`config.mk`:
```
export PLATFORM = sky130hd
export DESIGN_NAME = parking_gate_ctrl
export DESIGN_NICKNAME = d
export VERILOG_FILES = /design/src/rtl/parking_gate_ctrl.sv
export SDC_FILE = /design/constraint.sdc
export NUM_CORES = 1
export LEC_CHECK = 0
export BUFFER_PORTS_ARGS = -buffer_cell sky130_fd_sc_hd__buf_2
export CAP_MARGIN = 20
export CORE_UTILIZATION = 35
export CTS_CLUSTER_SIZE = 14
export DETAILED_ROUTE_END_ITERATION = 6
export GPL_ROUTABILITY_DRIVEN = 0
export PLACE_DENSITY = 0.55
export SYNTH_ARGS = -nofsm -noshare
export SYNTH_HDL_FRONTEND = slang
export SYNTH_HIERARCHICAL = 1
export SYNTH_SLANG_ARGS = --single-unit
```
`constraint.sdc`:
```
create_clock -name clk -period 2 [get_ports clk]
set_input_delay 0.1 -clock clk [delete_from_list [all_inputs] [get_ports clk]]
set_output_delay 0.1 -clock clk [all_outputs]
set_load 0.005 [all_outputs]
```
`src/rtl/parking_gate_ctrl.sv`:
```
// -----------------------------------------------------------------------------
// parking_gate_ctrl
//
// Front end of the parking occupancy counter. It cleans the raw entry/exit
// loop detectors, runs one barrier FSM per lane and produces single-cycle
// car_entered / car_exited events with the class of the car held alongside.
// The entry barrier admits a car only when the occupancy block reports room;
// the exit barrier always opens.
//
// Ports
//   clk                   system clock, everything on the rising edge
//   rst_n                 asynchronous active-low reset
//   entry_sensor          raw entry loop detector (1 = vehicle present)
//   entry_is_uni          entry badge reader (1 = university car)
//   exit_sensor           raw exit loop detector
//   exit_is_uni           exit badge reader
//   uni_is_vacated_space  occupancy block: university space free
//   is_vacated_space      occupancy block: general free space available
//   entry_gate_open       entry barrier up
//   exit_gate_open        exit barrier up
//   car_entered           one-cycle pulse, car passed the entry barrier
//   is_uni_car_enterd     class of the last admitted car, held
//   car_exited            one-cycle pulse, car passed the exit barrier
//   is_uni_car_exited     class of the last exiting car, held
//   entry_reject          one-cycle pulse, car refused for lack of space
//   entry_alarm           entry barrier open for OPEN_TIMEOUT cycles or more
//   exit_alarm            exit barrier open for OPEN_TIMEOUT cycles or more
//   reject_count          saturating count of refused cars
//   entry_state           debug: entry FSM state
//                         (0 IDLE, 1 DECIDE, 2 OPEN, 3 REJ_WAIT, 4 CLOSE)
//   exit_state            debug: exit FSM state (0 IDLE, 1 OPEN, 2 CLOSE)
// -----------------------------------------------------------------------------

// -----------------------------------------------------------------------------
// pgc_debounce
//
// Sensor filter. The raw input is first registered (this also acts as the
// synchroniser for the asynchronous loop detector), then the filtered value
// flips only after the registered sample has differed from it for DEBOUNCE
// consecutive cycles. Any sample equal to the filtered value restarts the run.
//
// Ports
//   clk, rst_n  clock and asynchronous active-low reset
//   raw         raw sensor input
//   filt        debounced sensor value
//   flip        high in the cycle whose clock edge will toggle filt
// -----------------------------------------------------------------------------
module pgc_debounce #(
  parameter int DEBOUNCE = 4
) (
  input  logic clk,
  input  logic rst_n,
  input  logic raw,
  output logic filt,
  output logic flip
);

  localparam int CW = (DEBOUNCE < 2) ? 1 : $clog2(DEBOUNCE);
  localparam logic [CW-1:0] CNT_LAST = CW'(DEBOUNCE - 1);

  logic          raw_q;
  logic [CW-1:0] cnt;

  // The DEBOUNCE-th differing sample flips the output at this edge.
  assign flip = (raw_q != filt) && (cnt == CNT_LAST);

  always_ff @(posedge clk or negedge rst_n) begin
    if (!rst_n) begin
      raw_q <= 1'b0;
      filt  <= 1'b0;
      cnt   <= '0;
    end else begin
      raw_q <= raw;
      if (raw_q == filt) begin
        cnt <= '0;
      end else if (flip) begin
        filt <= raw_q;
        cnt  <= '0;
      end else begin
        cnt <= cnt + 1'b1;
      end
    end
  end

endmodule

module parking_gate_ctrl #(
  parameter int DEBOUNCE     = 4,
  parameter int CLOSE_CYCLES = 8,
  parameter int OPEN_TIMEOUT = 1000,
  parameter int CNT_W        = 16
) (
  input  logic             clk,
  input  logic             rst_n,
  input  logic             entry_sensor,
  input  logic             entry_is_uni,
  input  logic             exit_sensor,
  input  logic             exit_is_uni,
  input  logic             uni_is_vacated_space,
  input  logic             is_vacated_space,
  output logic             entry_gate_open,
  output logic             exit_gate_open,
  output logic             car_entered,
  output logic             is_uni_car_enterd,
  output logic             car_exited,
  output logic             is_uni_car_exited,
  output logic             entry_reject,
  output logic             entry_alarm,
  output logic             exit_alarm,
  output logic [CNT_W-1:0] reject_count,
  output logic [2:0]       entry_state,
  output logic [1:0]       exit_state
);

  // One timer per lane serves both the OPEN watchdog and the CLOSE hold time,
  // so it is sized for the larger of the two.
  localparam int TMAX = (OPEN_TIMEOUT > CLOSE_CYCLES) ? OPEN_TIMEOUT : CLOSE_CYCLES;
  localparam int TW   = (TMAX < 1) ? 1 : $clog2(TMAX + 1);
  localparam logic [TW-1:0] T_OPEN       = TW'(OPEN_TIMEOUT);
  localparam logic [TW-1:0] T_CLOSE_LAST = TW'(CLOSE_CYCLES - 1);

  typedef enum logic [2:0] {
    E_IDLE     = 3'd0,
    E_DECIDE   = 3'd1,
    E_OPEN     = 3'd2,
    E_REJ_WAIT = 3'd3,
    E_CLOSE    = 3'd4
  } entry_state_t;

  typedef enum logic [1:0] {
    X_IDLE  = 2'd0,
    X_OPEN  = 2'd1,
    X_CLOSE = 2'd2
  } exit_state_t;

  // ---------------------------------------------------------------------------
  // Reset: asserts asynchronously, releases on a clock edge through a
  // two-stage synchroniser so every flop leaves reset in the same cycle.
  // ---------------------------------------------------------------------------
  logic [1:0] rst_pipe;
  logic       rst_int_n;

  always_ff @(posedge clk or negedge rst_n) begin
    if (!rst_n) rst_pipe <= 2'b00;
    else        rst_pipe <= {rst_pipe[0], 1'b1};
  end

  assign rst_int_n = rst_pipe[1];

  // ---------------------------------------------------------------------------
  // Sensor filters and edge detection
  // ---------------------------------------------------------------------------
  logic en_filt, en_flip, en_filt_d, en_rise;
  logic ex_filt, ex_flip, ex_filt_d, ex_rise;

  pgc_debounce #(.DEBOUNCE(DEBOUNCE)) u_entry_db (
    .clk   (clk),
    .rst_n (rst_int_n),
    .raw   (entry_sensor),
    .filt  (en_filt),
    .flip  (en_flip)
  );

  pgc_debounce #(.DEBOUNCE(DEBOUNCE)) u_exit_db (
    .clk   (clk),
    .rst_n (rst_int_n),
    .raw   (exit_sensor),
    .filt  (ex_filt),
    .flip  (ex_flip)
  );

  always_ff @(posedge clk or negedge rst_int_n) begin
    if (!rst_int_n) begin
      en_filt_d <= 1'b0;
      ex_filt_d <= 1'b0;
    end else begin
      en_filt_d <= en_filt;
      ex_filt_d <= ex_filt;
    end
  end

  // A true edge is needed to start a lane, so a car still sitting on the loop
  // after CLOSE does not retrigger the barrier.
  assign en_rise = en_filt & ~en_filt_d;
  assign ex_rise = ex_filt & ~ex_filt_d;

  // ---------------------------------------------------------------------------
  // Entry lane FSM
  // ---------------------------------------------------------------------------
  entry_state_t  e_state, e_next;
  logic [TW-1:0] e_tmr, e_tmr_next;
  logic          e_uni_lat;
  logic          e_admit;

  // University cars may overflow into general free space.
  assign e_admit = e_uni_lat ? (uni_is_vacated_space | is_vacated_space)
                             : is_vacated_space;

  always_comb begin
    e_next     = e_state;
    e_tmr_next = e_tmr;
    case (e_state)
      E_IDLE: begin
        if (en_rise) e_next = E_DECIDE;
      end
      E_DECIDE: begin
        e_tmr_next = '0;
        if (e_admit) e_next = E_OPEN;
        else         e_next = E_REJ_WAIT;
      end
      E_OPEN: begin
        // Leaving on the filtered level rather than an edge cannot miss a
        // departure that completed while the lane was deciding.
        if (!en_filt) begin
          e_next     = E_CLOSE;
          e_tmr_next = '0;
        end else if (e_tmr < T_OPEN) begin
          e_tmr_next = e_tmr + 1'b1;
        end
      end
      E_REJ_WAIT: begin
        if (!en_filt) e_next = E_IDLE;
      end
      E_CLOSE: begin
        if (e_tmr >= T_CLOSE_LAST) begin
          e_next     = E_IDLE;
          e_tmr_next = '0;
        end else begin
          e_tmr_next = e_tmr + 1'b1;
        end
      end
      default: begin
        e_next     = E_IDLE;
        e_tmr_next = '0;
      end
    endcase
  end

  always_ff @(posedge clk or negedge rst_int_n) begin
    if (!rst_int_n) begin
      e_state           <= E_IDLE;
      e_tmr             <= '0;
      e_uni_lat         <= 1'b0;
      entry_gate_open   <= 1'b0;
      entry_alarm       <= 1'b0;
      car_entered       <= 1'b0;
      is_uni_car_enterd <= 1'b0;
      entry_reject      <= 1'b0;
      reject_count      <= '0;
    end else begin
      e_state         <= e_next;
      e_tmr           <= e_tmr_next;
      entry_gate_open <= (e_next == E_OPEN);
      entry_alarm     <= (e_next == E_OPEN) && (e_tmr_next >= T_OPEN);
      car_entered     <= (e_state == E_OPEN) && !en_filt;
      entry_reject    <= (e_state == E_DECIDE) && !e_admit;

      // Badge is captured only when the lane wakes up.
      if ((e_state == E_IDLE) && en_rise) e_uni_lat <= entry_is_uni;

      // The class is published on the edge where the filter drops (one cycle
      // ahead of the pulse) and re-written with the pulse for robustness.
      if ((e_state == E_OPEN) && (en_flip || !en_filt))
        is_uni_car_enterd <= e_uni_lat;

      if ((e_state == E_DECIDE) && !e_admit && (reject_count != {CNT_W{1'b1}}))
        reject_count <= reject_count + 1'b1;
    end
  end

  assign entry_state = e_state;

  // ---------------------------------------------------------------------------
  // Exit lane FSM: no admission decision, otherwise mirrors the entry lane.
  // ---------------------------------------------------------------------------
  exit_state_t   x_state, x_next;
  logic [TW-1:0] x_tmr, x_tmr_next;
  logic          x_uni_lat;

  always_comb begin
    x_next     = x_state;
    x_tmr_next = x_tmr;
    case (x_state)
      X_IDLE: begin
        if (ex_rise) begin
          x_next     = X_OPEN;
          x_tmr_next = '0;
        end
      end
      X_OPEN: begin
        if (!ex_filt) begin
          x_next     = X_CLOSE;
          x_tmr_next = '0;
        end else if (x_tmr < T_OPEN) begin
          x_tmr_next = x_tmr + 1'b1;
        end
      end
      X_CLOSE: begin
        if (x_tmr >= T_CLOSE_LAST) begin
          x_next     = X_IDLE;
          x_tmr_next = '0;
        end else begin
          x_tmr_next = x_tmr + 1'b1;
        end
      end
      default: begin
        x_next     = X_IDLE;
        x_tmr_next = '0;
      end
    endcase
  end

  always_ff @(posedge clk or negedge rst_int_n) begin
    if (!rst_int_n) begin
      x_state           <= X_IDLE;
      x_tmr             <= '0;
      x_uni_lat         <= 1'b0;
      exit_gate_open    <= 1'b0;
      exit_alarm        <= 1'b0;
      car_exited        <= 1'b0;
      is_uni_car_exited <= 1'b0;
    end else begin
      x_state        <= x_next;
      x_tmr          <= x_tmr_next;
      exit_gate_open <= (x_next == X_OPEN);
      exit_alarm     <= (x_next == X_OPEN) && (x_tmr_next >= T_OPEN);
      car_exited     <= (x_state == X_OPEN) && !ex_filt;

      if ((x_state == X_IDLE) && ex_rise) x_uni_lat <= exit_is_uni;

      if ((x_state == X_OPEN) && (ex_flip || !ex_filt))
        is_uni_car_exited <= x_uni_lat;
    end
  end

  assign exit_state = x_state;

endmodule
```
# Word level (Yosys, flattened, before mapping)
# Index checks and enable logic that the tools add are counted.
classes:
  n_addsub: 5
  bitwise_logic: 7
  eq_ne: 15
  muxes: 24
  n_lt_le_gt_ge: 6
  reduce_logical: 22
op_table:
  columns: ["operator", "count"]
  rows:
  - ["10-bit 2-to-1 mux", 7]
  - ["10-bit case mux with 3 select lines", 2]
  - ["10-bit by 1-bit adder with 10-bit output, second input constant", 2]
  - ["10-bit >= comparator, second input constant", 2]
  - ["10-bit by 3-bit >= comparator with 1-bit output, second input constant", 2]
  - ["10-bit < comparator, second input constant", 2]
  - ["16-bit by 1-bit adder with 16-bit output, second input constant", 1]
  - ["16-bit inequality test, second input constant", 1]
  - ["3-bit case mux with 5 select lines", 1]
  - ["2-bit 2-to-1 mux", 7]
  - ["1-bit logical AND", 12]
  - ["3-bit 2-to-1 mux", 4]
  - ["3-bit by 2-bit equality test with 1-bit output, second input constant", 3]
  - ["2-bit equality test, second input constant", 3]
  - ["2-bit case mux with 3 select lines", 1]
  - ["2-bit by 1-bit adder with 2-bit output, second input constant", 2]
  - ["2-bit by 1-bit equality test with 1-bit output, second input constant", 2]
  - ["1-bit inverter", 4]
  - ["2-bit AND reduction", 2]
  - ["3-bit by 1-bit equality test with 1-bit output, second input constant", 1]
  - ["3-bit equality test, second input constant", 1]
  - ["1-bit logical NOT", 3]
  - ["3-bit logical NOT", 1]
  - ["1-bit bitwise AND", 2]
  - ["7 further kinds", 11]
totals:
  register_bits: 64
  elab_cells: 104
  output_inout_bits: 30

# Longest topological paths before layout
# Gate-level depths: netlist of the first run.
depth:
  depth_word: 6
  depth_mapped: 7
  ltp_nobuf: 6

# By module
# The synthesis of the first run kept the hierarchy.
by_module_without_submodules:
  columns: ["mod", "area_each_um2", "cells_each", "n_inst", "seq_area_each_um2"]
  rows:
  - ["parking_gate_ctrl", 2840.2, 280, 1, 1401.3]
  - ["pgc_debounce", 157.7, 10, 2, 100.1]

# Worst setup path after synthesis of the first run
# OpenSTA, ideal clock, no wires.
synth_timing:
  path_kind: "register to register"
  startpoint: "register reject_count[0]"
  endpoint: "register reject_count[1]"
  setup_ns: 0.125
  n_path_buf: 1
  slack_ns: 0.074
  t_arrival_ns: 1.801
  stages_incl_launch_ff: 7
  path_cell_list: "dfrtp_1 -> ha_1 -> and3_1 -> and4_1 -> buf_2 -> a31oi_4 -> mux2_2"
synth_between:
  elab_chain_len: 2
  elab_cells_between_ends: 3
  classes_between: "add/sub (1); eq/ne (1); reduce/logical (1)"
synth_rtl:
  columns: ["item", "line_no", "source"]
  rows:
  - ["from (decl)", "110", "output logic [CNT_W-1:0] reject_count,"]
  - ["from (signal assigned)", "267", "reject_count <= reject_count + 1'b1;"]
  - ["branches (longest 2 deep; another with 16-bit by 1-bit adder with 16-bit output)", null, null]
# Parallel ways; which one is timed is not known.
# A chain may end at the register's enable or synchronous reset.

# Final worst setup path of the first run
layout_timing:
  startpoint: "register x_tmr[0]"
  endpoint: "register exit_alarm"
layout_between:
  elab_chain_len: 6
  elab_cells_between_ends: 13
  classes_between: "add/sub (1); order compare (3); eq/ne (1); mux (7); reduce/logical (1)"
layout_rtl:
  columns: ["item", "line_no", "source"]
  rows:
  - ["from (decl)", "277", "logic [TW-1:0] x_tmr, x_tmr_next;"]
  - ["from (signal assigned)", "324", "x_tmr <= x_tmr_next;"]
  - ["10-bit by 1-bit adder with 10-bit output / 10-bit < comparator (equally long branches)", "295, 303, 294", null]
  - ["10-bit 2-to-1 mux", "294", "end else if (x_tmr < T_OPEN) begin"]
  - ["10-bit 2-to-1 mux", "291", "if (!ex_filt) begin"]
  - ["10-bit case mux with 3 select lines (*)", "283", "case (x_state)"]
  - ["named net x_tmr_next[7]", "277", null]
  - ["10-bit >= comparator (*)", "326", "exit_alarm <= (x_next == X_OPEN) && (x_tmr_next >= T_OPEN);"]
  - ["1-bit logical AND (*)", "326", null]
  - ["to (signal assigned)", "326", null]
  - ["to (decl)", "109", "output logic exit_alarm,"]
# The timed path passes the listed nets; every way through them passes the cells marked *.

==> metrics.log, run 1 <==
[metrics] result of the run: finished clean
[metrics] number of warnings issued by yosys: 6
[metrics] crit path kind: reg2reg
[metrics] core area: 8720 um^2
[metrics] Post-Place Cells: 459
[metrics] Max-cap violations: 0
[metrics] final-report hold violation count: 0
[metrics] final worst-path cycle share: 0.955
[metrics] clk slew on worst S/H paths: 80 ps
[metrics] worst slew margin relative to its limit: 0.673
[metrics] synth top area cells: dfrtp_1 51%, xnor2_1 4.2%, o21ai_0 3.2%, nand2_1 3.1%, mux2_2 2.5%
[metrics] synthesis-to-layout area growth: 25.0%
[metrics] number of max-slew violations in the final report: 0
[metrics] peak supply drop: 657 uV
[metrics] primary flip-flop cell chosen by synthesis mapping: dfrtp_1
[metrics] antenna violations before repair: 0
[metrics] net total in the final layout: 382
[metrics] Setup Viol. Count Final: 0
[metrics] Worst R2R Start: x_tmr[0]$_DFF_PN0_
[metrics] Least-Margin Pin Slew: 486 ps
[metrics] violation count after the first detailed-route iteration: 105
[metrics] starting density of the core: 0.362
[metrics] sum of net half-perimeters after detailed placement: 4.66 mm
[metrics] Post-route DRC: 0
[metrics] GR Util All Layers: 0.152
[metrics] die width: 97.0 um
[metrics] cell count after synthesis: 300
[metrics] antenna cell count: 0
[metrics] post-route design area: 3950 um^2
[metrics] worst slack at placement: 62.8 ps
[metrics] number of enable flip-flop cells after synthesis: 0
[metrics] clock period minus final worst setup slack: 1910 ps
[metrics] share of final-layout standard cells stronger than drive strength 1: 0.275
[metrics] post-synth cell types: 55
[metrics] endpoint of the worst-slack reg-to-reg timing path: exit_alarm$_DFF_PN0_
[metrics] number of clock sinks: 64
[metrics] largest net degree at the start of global routing: 44
[metrics] critical path endpoint category: register
[metrics] critical path arrival: 2180 ps
[metrics] share of synthesized registers carrying an async set or reset: 1.00
[metrics] worst-path cell chain: ha_1 -> a211oi_2 -> a31oi_1 -> or4_1 -> nand3_2 -> and4bb_1
[metrics] via count of the first global-routing pass: 2466
[metrics] ratio of total power to cell area: 1170 nW/um^2
[metrics] routed len/inst: 13.7 um
[metrics] overall via count from detail_route: 2531
[metrics] synthesis-stage register bit count: 64
[metrics] via density per instance: 5.25
[metrics] final WL: 6.61 mm
[metrics] clk buf depth: 2
[metrics] final std cells w/o fill: 482
[metrics] post-synthesis area per instance: 10.5 um^2
[metrics] element type at the critical path start: register
[metrics] fraction of the yosys area taken by sequential cells: 0.508
[metrics] Area after DPL: 3620 um^2
[metrics] cell depth of the worst flop-to-flop path: 6
[metrics] number of port buffers: 37
[metrics] CP max FO: 3
[metrics] highest achievable clock rate: 0.523 GHz
[metrics] global-route wire length before repair: 11.7 mm
[metrics] area share of the largest cell type after synthesis: 0.508
[metrics] list of most frequent post-synthesis cells: 64 x dfrtp_1, 26 x nand2_1, 20 x o21ai_0
[metrics] worst path setup slack after routing: 89.5 ps
[metrics] deepest level of the CTS H-tree: 3
[metrics] internal reg-to-reg setup slack: 90 ps
[metrics] CTS tree: built
[metrics] classification of the worst-slack hold path: in2async
[metrics] count of pins on the block boundary: 38
[metrics] CP peak stage delay: 510 ps
[metrics] maximum clock skew at final layout: 8.81 ps
[metrics] clock buffers created by TritonCTS: 9
[metrics] Mapped Area: 3160 um^2
[metrics] Antenna Nets Post-Route: 0
[metrics] die footprint: 9400 um^2
[metrics] biggest area consumer among synthesized cells: dfrtp_1
[metrics] data required time of the critical path: 2270 ps
[metrics] most repeated cell in the gate-level netlist after synthesis: dfrtp_1
[metrics] RSZ-0062 raised after global routing: true
[metrics] number of rows in the core area: 34
[metrics] Leakage: 0.00183 uW
[metrics] Filler Cell Count: 833
[metrics] clock insertion delay at the later pin of the skew report: 330 ps
[metrics] clock root buffer: clkbuf_8
[metrics] drt pass-1 iters: 4
[metrics] total nets after synthesis: 313
[metrics] remaining global-route overflow: 0
[metrics] cell with the largest stage delay on the worst path: or4_1
[metrics] Die Height: 97.0 um
==> worst max-delay path, delay by kind of cell (launching register included) <==
kind	cells	cell delay (ps)
flip-flops	1	400
AO/OA/AOI/OAI	2	420
AND/OR/NAND/NOR	3	810
adder cells (fa/ha/maj)	1	230
==> cells by family (layout without fill, tap and decap cells) <==
group                      count (synthesis)  count (layout)  share of synthesized area
adders and majority gates                  5               5                     0.0198
other                                      1               1                    0.00119
and+or+nand+nor                          116             116                      0.204
DFF                                       64              64                      0.508
muxes                                      9               9                     0.0321
xor gates and xnor gates                  20              20                     0.0555
AOI/OAI and AO/OA                         69              69                      0.157
buffers and inverters                     16              90                     0.0230
==> flip-flops by register name, summed over array words and instances, names as in the netlist, 2 cells and up <==
register        cells
e_tmr              10
u_entry_db/cnt      2
entry_state         3
exit_state          2
u_exit_db/cnt       2
x_tmr              10
rst_pipe            2
reject_count       16
==> where the power goes <==
group	internal, uW	switching (uW)
registers	1570	237
logic	780	791
clock network	709	531
total	3060	1560
==> per-stage QoR <==
| step | TNS (ps) | total power [uW] | hold slack (ps) | util |
|---|---|---|---|---|
| 5_1_grt | -13.5 | 4970 | 59.3 | 0.452 |
| 6_report | 0 | 4620 | 68.7 | 0.452 |
| 2_1_floorplan | 0 | 2720 | -196 | - |
| 3_5_place_dp | 0 | 3360 | -112 | 0.415 |
| 4_1_cts | 0 | 4640 | 45.5 | 0.446 |
| 3_3_place_gp | 0 | 3340 | -116 | 0.415 |
==> placed cells by master, fill, tap and decap left out, types with 5 or more instances in the layout <==
cell type / Yosys / layout
ha_1: 5 / 5
dlygate4sd3_1: 0 / 5
o21ai_0: 20 / 20
a21oi_1: 13 / 13
xnor2_1: 15 / 15
buf_2: 4 / 37
nor2_1: 18 / 18
nand3_1: 15 / 15
and3_1: 8 / 8
dfrtp_1: 64 / 62
inv_1: 6 / 6
nand2_1: 26 / 26
nand4_1: 10 / 10
mux2_2: 7 / 7
xor2_1: 5 / 5
nor3_1: 9 / 9
clkbuf_8: 0 / 9
buf_4: 0 / 24
a22o_1: 5 / 5
==> how the worst max path moves through the flow <==
stage	to	slack, ps	from
2_1_floorplan	reject_count[1]$_DFFE_PN0P_	70	reject_count[0]$_DFFE_PN0P_
3_3_place_gp	exit_alarm$_DFF_PN0_	90	x_tmr[0]$_DFF_PN0_
3_5_place_dp	reject_count[1]$_DFFE_PN0P_	60	entry_state[0]$_DFF_PN0_
4_1_cts	reject_count[1]$_DFFE_PN0P_	40	entry_state[0]$_DFF_PN0_
5_1_grt	e_tmr[6]$_DFF_PN0_	-10	e_tmr[0]$_DFF_PN0_
6_report	exit_alarm$_DFF_PN0_	90	x_tmr[0]$_DFF_PN0_
==> area by class of cell <==
class	count	area, um^2	area share
flip-flops and latches	64	1600	0.407
clock inverters	6	93.8	0.0238
inverters	6	22.5	0.00571
clock buffers	10	128	0.0324
repair buffers	68	455	0.115
multi-input cells	220	1510	0.382
well taps	108	135	0.0343
==> repair_timing <==
action	in CTS	in global routing
hold buffers	5	0
hold endpoints to repair	6	0
buffers inserted	0	2
endpoints found under the setup margin	0	14
resized for setup	0	7
==> routing by layer <==
layer | vias to the layer above | GRT usage | part of all wire
met5 | - | 0 | 0
li1 | 1238 | - | -
met1 | 1230 | 0.211 | 0.50
met2 | 57 | 0.226 | 0.45
met3 | 6 | 0.0426 | 0.045
met4 | 0 | 0.0517 | 0.0070
No activity file was read; power rests on OpenSTA's default activity.
==> run 2, diff against run 1 <==
--- a/config.mk
+++ b/config.mk
@@ -8,7 +8,6 @@
 export BUFFER_PORTS_ARGS = -buffer_cell sky130_fd_sc_hd__buf_2
 export CAP_MARGIN = 20
 export CORE_UTILIZATION = 35
-export CTS_CLUSTER_SIZE = 14
 export DETAILED_ROUTE_END_ITERATION = 6
 export GPL_ROUTABILITY_DRIVEN = 0
 export PLACE_DENSITY = 0.55
==> constraint.sdc (replaced) <==
create_clock -name clk -period 2 [get_ports clk]
set_input_delay 0 -clock clk [delete_from_list [all_inputs] [get_ports clk]]
set_output_delay 0 -clock clk [all_outputs]
set_load 0.005 [all_outputs]
==> run 2 against run 1 <==
Effect of this change:
- non-clock buffer count up 1
- worst setup slack improved by 4.6 ps
- clock power about the same
- die area is the same
- critical path depth unchanged
==> metrics.log, run 2 (synthesis gave the netlist of run 1 again) <==
[metrics] result of the run: finished clean
[metrics] critical path endpoint category: register
[metrics] Post-route DRC: 0 (unchanged)
[metrics] post-route design area: 3960 um^2 (+0.25%)
[metrics] worst-path cell chain: ha_1 -> a211oi_2 -> a31oi_1 -> or4_1 -> nand3_2 -> and4bb_1
[metrics] overall via count from detail_route: 2519 (-0.47%)
[metrics] Worst R2R Start: x_tmr[0]$_DFF_PN0_
[metrics] die width: 97.0 um (unchanged)
[metrics] origin of the worst min-delay path: is_vacated_space
[metrics] data required time of the critical path: 2270 ps (about the same)
[metrics] switching portion of total power: 0.338 (+0.000907)
[metrics] clock period minus final worst setup slack: 1910 ps (-4.59 ps)
[metrics] ratio of total power to cell area: 1170 nW/um^2 (about the same)
[metrics] commonest cells after routing, fill and taps aside: 62 x dfrtp_1, 37 x buf_2, 26 x nand2_1
[metrics] antenna cell count: 0 (unchanged)
[metrics] via count of the first global-routing pass: 2468 (+0.081%)
[metrics] crit path kind: reg2reg
[metrics] Die Height: 97.0 um (unchanged)
[metrics] highest achievable clock rate: 0.525 GHz (+0.24%)
[metrics] clock insertion delay at the later pin of the skew report: 340 ps (about the same)
[metrics] clock root buffer: clkbuf_8
[metrics] commonest non-fill, non-tap cell in the layout: dfrtp_1
[metrics] largest net degree at the start of global routing: 44 (unchanged)
[metrics] RSZ-0062 raised after global routing: true
[metrics] flip-flop count of the largest register, all copies and words added: 16 (unchanged)
[metrics] die footprint: 9400 um^2 (unchanged)
[metrics] peak supply drop: 660 uV (+0.45%)
[metrics] endpoint of the worst-slack reg-to-reg timing path: exit_alarm$_DFF_PN0_
[metrics] count of pins on the block boundary: 38 (unchanged)
[metrics] net total in the final layout: 383 (+0.26%)
[metrics] global-route wire length before repair: 11.8 mm (+0.83%)
[metrics] routed len/inst: 13.8 um (+0.59%)
[metrics] final WL: 6.66 mm (+0.80%)
[metrics] internal reg-to-reg setup slack: 90 ps (about the same)
[metrics] worst hold path endpoint: entry_reject$_DFF_PN0_
[metrics] classification of the worst-slack hold path: in2reg
[metrics] critical path arrival: 2180 ps (about the same)
[metrics] CTS tree: built
[metrics] remaining global-route overflow: 0 (unchanged)
[metrics] via density per instance: 5.22 (-0.68%)
[metrics] number of clock sinks: 64 (unchanged)
[metrics] synthesis-to-layout area growth: 25.3%
[metrics] final worst-path cycle share: 0.953 (-0.00230)
[metrics] core area: 8720 um^2 (unchanged)
[metrics] number of port buffers: 37 (unchanged)
[metrics] clock buffers created by TritonCTS: 9 (unchanged)
[metrics] cell-internal power: 3060 uW (about the same)
[metrics] portion of total power attributed to sequential cells: 0.391 (about the same)
[metrics] GR Util All Layers: 0.153 (+0.00135)
[metrics] Leakage: 0.00184 uW (+0.23%)
[metrics] number of rows in the core area: 34 (unchanged)
[metrics] Comb pwr share: 0.341 (about the same)
[metrics] maximum clock skew at final layout: 11.0 ps (+2.15 ps)
[metrics] drt pass-1 iters: 4 (unchanged)
[metrics] net switching power: 1570 uW (+0.45%)
[metrics] Post-Place Cells: 459 (unchanged)
[metrics] Antenna Nets Post-Route: 0 (unchanged)
[metrics] Setup Viol. Count Final: 0 (unchanged)
[metrics] sum of net half-perimeters after detailed placement: 4.66 mm (unchanged)
[metrics] Hold Crit Depth: 3
[metrics] antenna violations before repair: 0 (unchanged)
[metrics] deepest level of the CTS H-tree: 3 (unchanged)
[metrics] cell depth of the worst flop-to-flop path: 6 (unchanged)
[metrics] share of final-layout standard cells stronger than drive strength 1: 0.275 (-0.000734)
[metrics] Area after DPL: 3620 um^2 (unchanged)
[metrics] clk slew on worst S/H paths: 80 ps (about the same)
[metrics] part of the power in the clock network: 0.269 (about the same)
[metrics] Regs by FF count: reject_count x16, e_tmr x10, x_tmr x10
[metrics] number of max-slew violations in the final report: 0 (unchanged)
[metrics] final std cells w/o fill: 483 (+0.21%)
[metrics] clk buf depth: 2 (unchanged)
[metrics] CP max FO: 3 (unchanged)
[metrics] CP peak stage delay: 500 ps (about the same)
[metrics] Max-cap violations: 0 (unchanged)
[metrics] violation count after the first detailed-route iteration: 140 (+33%)
[metrics] register with the most flip-flops: reject_count
[metrics] final-report hold violation count: 0 (unchanged)
[metrics] starting density of the core: 0.362 (unchanged)
[metrics] cell with the largest stage delay on the worst path: or4_1
[metrics] Filler Cell Count: 834 (+0.12%)
[metrics] element type at the critical path start: register
[run 2: cell count changes in the layout (fill, tap and decap cells not counted), sizes merged]
cell,change
dlygate4sd3,+1
[run 2: how the worst max path moves through the flow]
stage | from | cells after the start | slack (ps) | endpoint
floorplan | reject_count[0]$_DFFE_PN0P_ | 6 | 70 | reject_count[1]$_DFFE_PN0P_
global placement | x_tmr[0]$_DFF_PN0_ | 6 | 90 | exit_alarm$_DFF_PN0_
detailed placement | entry_state[0]$_DFF_PN0_ | 4 | 60 | reject_count[1]$_DFFE_PN0P_
CTS | entry_state[0]$_DFF_PN0_ | 4 | 40 | reject_count[1]$_DFFE_PN0P_
global route | e_tmr[0]$_DFF_PN0_ | 7 | -10 | e_tmr[6]$_DFF_PN0_
finish | x_tmr[0]$_DFF_PN0_ | 6 | 90 | exit_alarm$_DFF_PN0_
[run 2: metal layers]
metal  vias up  global-route usage  wire, um
met5         -                   0         0
met1      1220               0.212      3270
met3         7              0.0426       352
met4         0              0.0482        45
li1       1241                   -         -
met2        51               0.231      2990
[run 2: per-stage QoR]
| step | power (uW) | util | hold WS [ps] | TNS (ps) | setup slack, ps |
|---|---|---|---|---|---|
| floorplan | 2720 | - | -296 | 0 | 74.4 |
| global placement | 3340 | 0.415 | -216 | 0 | 89.0 |
| detailed placement | 3360 | 0.415 | -212 | 0 | 62.8 |
| CTS | 4640 | 0.447 | 77.7 | 0 | 39.8 |
| global route | 4980 | 0.454 | 117 | -13.5 | -13.5 |
| finish | 4630 | 0.454 | 90.5 | 0 | 94.1 |
[run 2: area by class of cell]
class                           count  area [um^2]  share of cell area
Clock buffer                       10          128              0.0323
Clock inverter                      6         93.8              0.0237
Inverter                            6         22.5             0.00569
Multi-Input combinational cell    220         1510               0.381
Sequential cell                    64         1600               0.406
Tap cell                          108          135              0.0342
Timing Repair Buffer               69          465               0.118
[run 2: critical path: cells and delay by family, from the launching register on]
kind                       cells  cell delay [ps]
AOI/OAI and AO/OA              2              420
adders and majority gates      1              230
DFF                            1              400
and+or+nand+nor                3              800
[run 2: repair_timing]
item / 4_1_cts / 5_1_grt
endpoints found under the hold margin: 6 / 0
buffers inserted: 0 / 2
setup endpoints to repair: 0 / 14
hold buffers: 6 / 0
gates resized for setup: 0 / 7
[run 2: power groups by stage]
stage	sequential [uW]	combinational, uW	clock, uW
after global placement	1820	1510	0
after detailed placement	1830	1530	0
final	1810	1580	1240
after floorplan	1860	857	0
after global routing	1860	1770	1340
after CTS	1810	1550	1280
==> run 3, diff against run 2 <==
--- a/config.mk
+++ b/config.mk
@@ -7,10 +7,10 @@
 export LEC_CHECK = 0
 export BUFFER_PORTS_ARGS = -buffer_cell sky130_fd_sc_hd__buf_2
 export CAP_MARGIN = 20
-export CORE_UTILIZATION = 35
+export CORE_UTILIZATION = 58
 export DETAILED_ROUTE_END_ITERATION = 6
 export GPL_ROUTABILITY_DRIVEN = 0
-export PLACE_DENSITY = 0.55
+export PLACE_DENSITY = 0.81
 export SYNTH_ARGS = -nofsm -noshare
 export SYNTH_HDL_FRONTEND = slang
 export SYNTH_HIERARCHICAL = 1
==> constraint.sdc (replaced) <==
create_clock -name clk -period 1.78 [get_ports clk]
set_input_delay 0 -clock clk [delete_from_list [all_inputs] [get_ports clk]]
set_output_delay 0 -clock clk [all_outputs]
set_load 0.005 [all_outputs]
==> run 3 against run 2 <==
Effect of this change:
- the run now ends with negative setup slack left
- clock skew hardly changed
- global-route usage is 17 points higher
- worst setup slack worse by 140 ps
- fmax is 4.3% higher
- core utilization is 39 points higher
- first-iteration DRC count is 150% higher
- power is 28% higher
- sequential share of layout area is 3.8 points lower
- critical endpoint unchanged
==> metrics.log, run 3 (synthesis gave the netlist of run 1 again) <==
[metrics] result of the run: complete, but fails checks
[metrics] violations in the final reports: negative setup slack
[metrics] crit path kind: reg2reg
[metrics] number of port buffers: 37 (unchanged)
[metrics] commonest non-fill, non-tap cell in the layout: dfrtp_1
[metrics] register with the most flip-flops: reject_count
[metrics] CP peak stage delay: 430 ps (-70 ps)
[metrics] peak supply drop: 1020 uV (+54%)
[metrics] clk buf depth: 2 (unchanged)
[metrics] switching portion of total power: 0.355 (+0.0162)
[metrics] worst slack at placement: -68.2 ps (-131 ps)
[metrics] portion of total power attributed to sequential cells: 0.346 (-0.045)
[metrics] number of max-slew violations in the final report: 0 (unchanged)
[metrics] core area: 5170 um^2 (-41%)
[metrics] global-route wire length before repair: 13.4 mm (+14%)
[metrics] net switching power: 2100 uW (+34%)
[metrics] deepest level of the CTS H-tree: 3 (unchanged)
[metrics] Post-route DRC: 0 (unchanged)
[metrics] final worst-path cycle share: 1.03 (+0.0741)
[metrics] Filler Cell Count: 269 (-68%)
[metrics] GR Util All Layers: 0.327 (+0.174)
[metrics] count of pins on the block boundary: 38 (unchanged)
[metrics] commonest cells after routing, fill and taps aside: 58 x dfrtp_1, 57 x buf_4, 37 x buf_2
[metrics] maximum clock skew at final layout: 11.0 ps (+0.0394 ps)
[metrics] area occupied by multi-input gates: 1680 um^2 (+12%)
[metrics] Leakage: 0.00205 uW (+12%)
[metrics] critical path arrival: 2110 ps (-70 ps)
[metrics] clock buffers created by TritonCTS: 9 (unchanged)
[metrics] Comb pwr share: 0.422 (+0.081)
[metrics] sum of net half-perimeters after detailed placement: 5.43 mm (+17%)
[metrics] kind of cell with the highest combined delay on the critical path: compound AO/OA/AOI/OAI gates
[metrics] remaining global-route overflow: 0 (unchanged)
[metrics] data required time of the critical path: 2060 ps (-210 ps)
[metrics] classification of the worst-slack hold path: reg2async
[metrics] flip-flop count of the largest register, all copies and words added: 16 (unchanged)
[metrics] clock root buffer: clkbuf_8
[metrics] Die Height: 75.8 um (-22%)
[metrics] Antenna Nets Post-Route: 0 (unchanged)
[metrics] clock insertion delay at the later pin of the skew report: 350 ps (about the same)
[metrics] largest net degree at the start of global routing: 50 (+14%)
[metrics] starting density of the core: 0.610 (+0.248)
[metrics] Regs by FF count: reject_count x16, e_tmr x10, x_tmr x10
[metrics] critical path endpoint category: register
[metrics] sequential cell area in the final layout: 1610 um^2 (+0.31%)
[metrics] cell-internal power: 3820 uW (+25%)
[metrics] clock period minus final worst setup slack: 1830 ps (-77.8 ps)
[metrics] highest achievable clock rate: 0.547 GHz (+4.3%)
[metrics] number of clock sinks: 64 (unchanged)
[metrics] RSZ-0062 raised after global routing: true
[metrics] share of final-layout standard cells stronger than drive strength 1: 0.405 (+0.131)
[metrics] Post-Place Cells: 453 (-1.3%)
[metrics] final WL: 9.90 mm (+49%)
[metrics] CP max FO: 4 (+1)
[metrics] clk slew on worst S/H paths: 70 ps (about the same)
[metrics] CTS tree: built
[metrics] violation count after the first detailed-route iteration: 345 (+150%)
[metrics] antenna cell count: 0 (unchanged)
[metrics] Max-cap violations: 0 (unchanged)
[metrics] die footprint: 5740 um^2 (-39%)
[metrics] synthesis-to-layout area growth: 38.6%
[metrics] final std cells w/o fill: 482 (-0.21%)
[metrics] overall via count from detail_route: 3131 (+24%)
[metrics] element type at the critical path start: register
[metrics] via count of the first global-routing pass: 2848 (+15%)
[metrics] worst path setup slack after routing: -48.1 ps (-142 ps)
[metrics] cell with the largest stage delay on the worst path: dfrtp_1
[metrics] final-report hold violation count: 0 (unchanged)
[metrics] die width: 75.8 um (-22%)
[metrics] ratio of total power to cell area: 1350 nW/um^2 (+16%)
[metrics] drt pass-1 iters: 5 (+1)
[metrics] via density per instance: 6.50 (+25%)
[metrics] number of rows in the core area: 26 (-24%)
[metrics] net total in the final layout: 421 (+9.9%)
[metrics] WP buf/inv: 1 (+1)
[metrics] routed len/inst: 20.5 um (+49%)
[metrics] Setup Viol. Count Final: 9 (+9)
[metrics] part of the power in the clock network: 0.232 (-0.037)
[metrics] antenna violations before repair: 0 (unchanged)
[metrics] worst-path cell chain: ha_4 -> a211oi_4 -> a31oi_2 -> buf_4 -> a211oi_2 -> o221ai_1 -> and4bb_1
run 3: cell count changes in the layout (fill, tap and decap cells not counted), moves of 3 or more:
cell      before  now
buf_4         24   57
buf_6          0    6
nand3_1       15   10
dfrtp_1       62   58
dfrtp_2        2    6
nand3_2        1    5
nor2_1        18   14
and3_1         8    5
clkinv_4       3    0
ha_1           5    2
o21ai_0       20   17
o21ai_1        0    3
run 3: timing repair:
| item | CTS | global route |
|---|---|---|
| setup buffers | 6 | 2 |
| setup endpoints to repair | 23 | 27 |
| gates resized for setup | 12 | 37 |
| hold endpoints to repair | 6 | 0 |
| pin swaps | 9 | 14 |
| hold buffers | 6 | 0 |
run 3: power by group through the flow:
stage | logic (uW) | registers (uW) | clock network [uW]
global route | 2680 | 2070 | 1450
CTS | 2220 | 2010 | 1380
detailed placement | 2060 | 2020 | 0
floorplan | 994 | 2100 | 0
global placement | 1970 | 2000 | 0
finish | 2500 | 2040 | 1370
run 3: through the flow:
stage	cell area [um^2]	hold WS, ps	setup TNS (ps)	total power (uW)	util
finish	4370	167	-158	5920	0.846
global route	4370	202	-988	6200	0.846
CTS	4210	177	-58.4	5620	0.814
detailed placement	3840	-213	-572	4080	0.743
global placement	3840	-216	0	3970	0.743
floorplan	3190	-296	-136	3100	-
run 3: final timing paths:
path / from / end / slack [ps] / depth (start not counted)
max: x_tmr[0]$_DFF_PN0_ / exit_alarm$_DFF_PN0_ / -50 / 7
min: rst_pipe[1]$_DFF_PN0_ / u_exit_db/filt$_DFFE_PN0P_ / 170 / 0
max reg2reg: x_tmr[0]$_DFF_PN0_ / exit_alarm$_DFF_PN0_ / -50 / 7
min reg2reg: rst_pipe[1]$_DFF_PN0_ / u_exit_db/filt$_DFFE_PN0P_ / 170 / 0
max in group asynchronous: rst_pipe[1]$_DFF_PN0_ / x_tmr[5]$_DFF_PN0_ / 1030 / 1
min in group clk: is_vacated_space / entry_reject$_DFF_PN0_ / 260 / 4
run 3: cell type report:
type,instances,share of cell area
multi-input cells,220,0.385
flip-flops and latches,64,0.368
clock buffers,11,0.0323
clock inverters,4,0.0160
well taps,70,0.0200
inverters,6,0.00515
repair buffers,107,0.174
run 3: worst reg2reg max path: stages (launching register included):
cell and delay, ps:
dfrtp_1 430, ha_4 200, a211oi_4 250, a31oi_2 130, buf_4 190, a211oi_2 170, o221ai_1 120, and4bb_1 270
run 3: routing by layer:
layer  up-vias  track usage  part of all wire  routed length (um)
li1       1313            -                 -                   -
met1      1544        0.400              0.39                3820
met2       215        0.517              0.50                4960
met3        59       0.0873             0.070                 695
met4         0        0.204             0.043                 422
met5         -            0                 0                   0
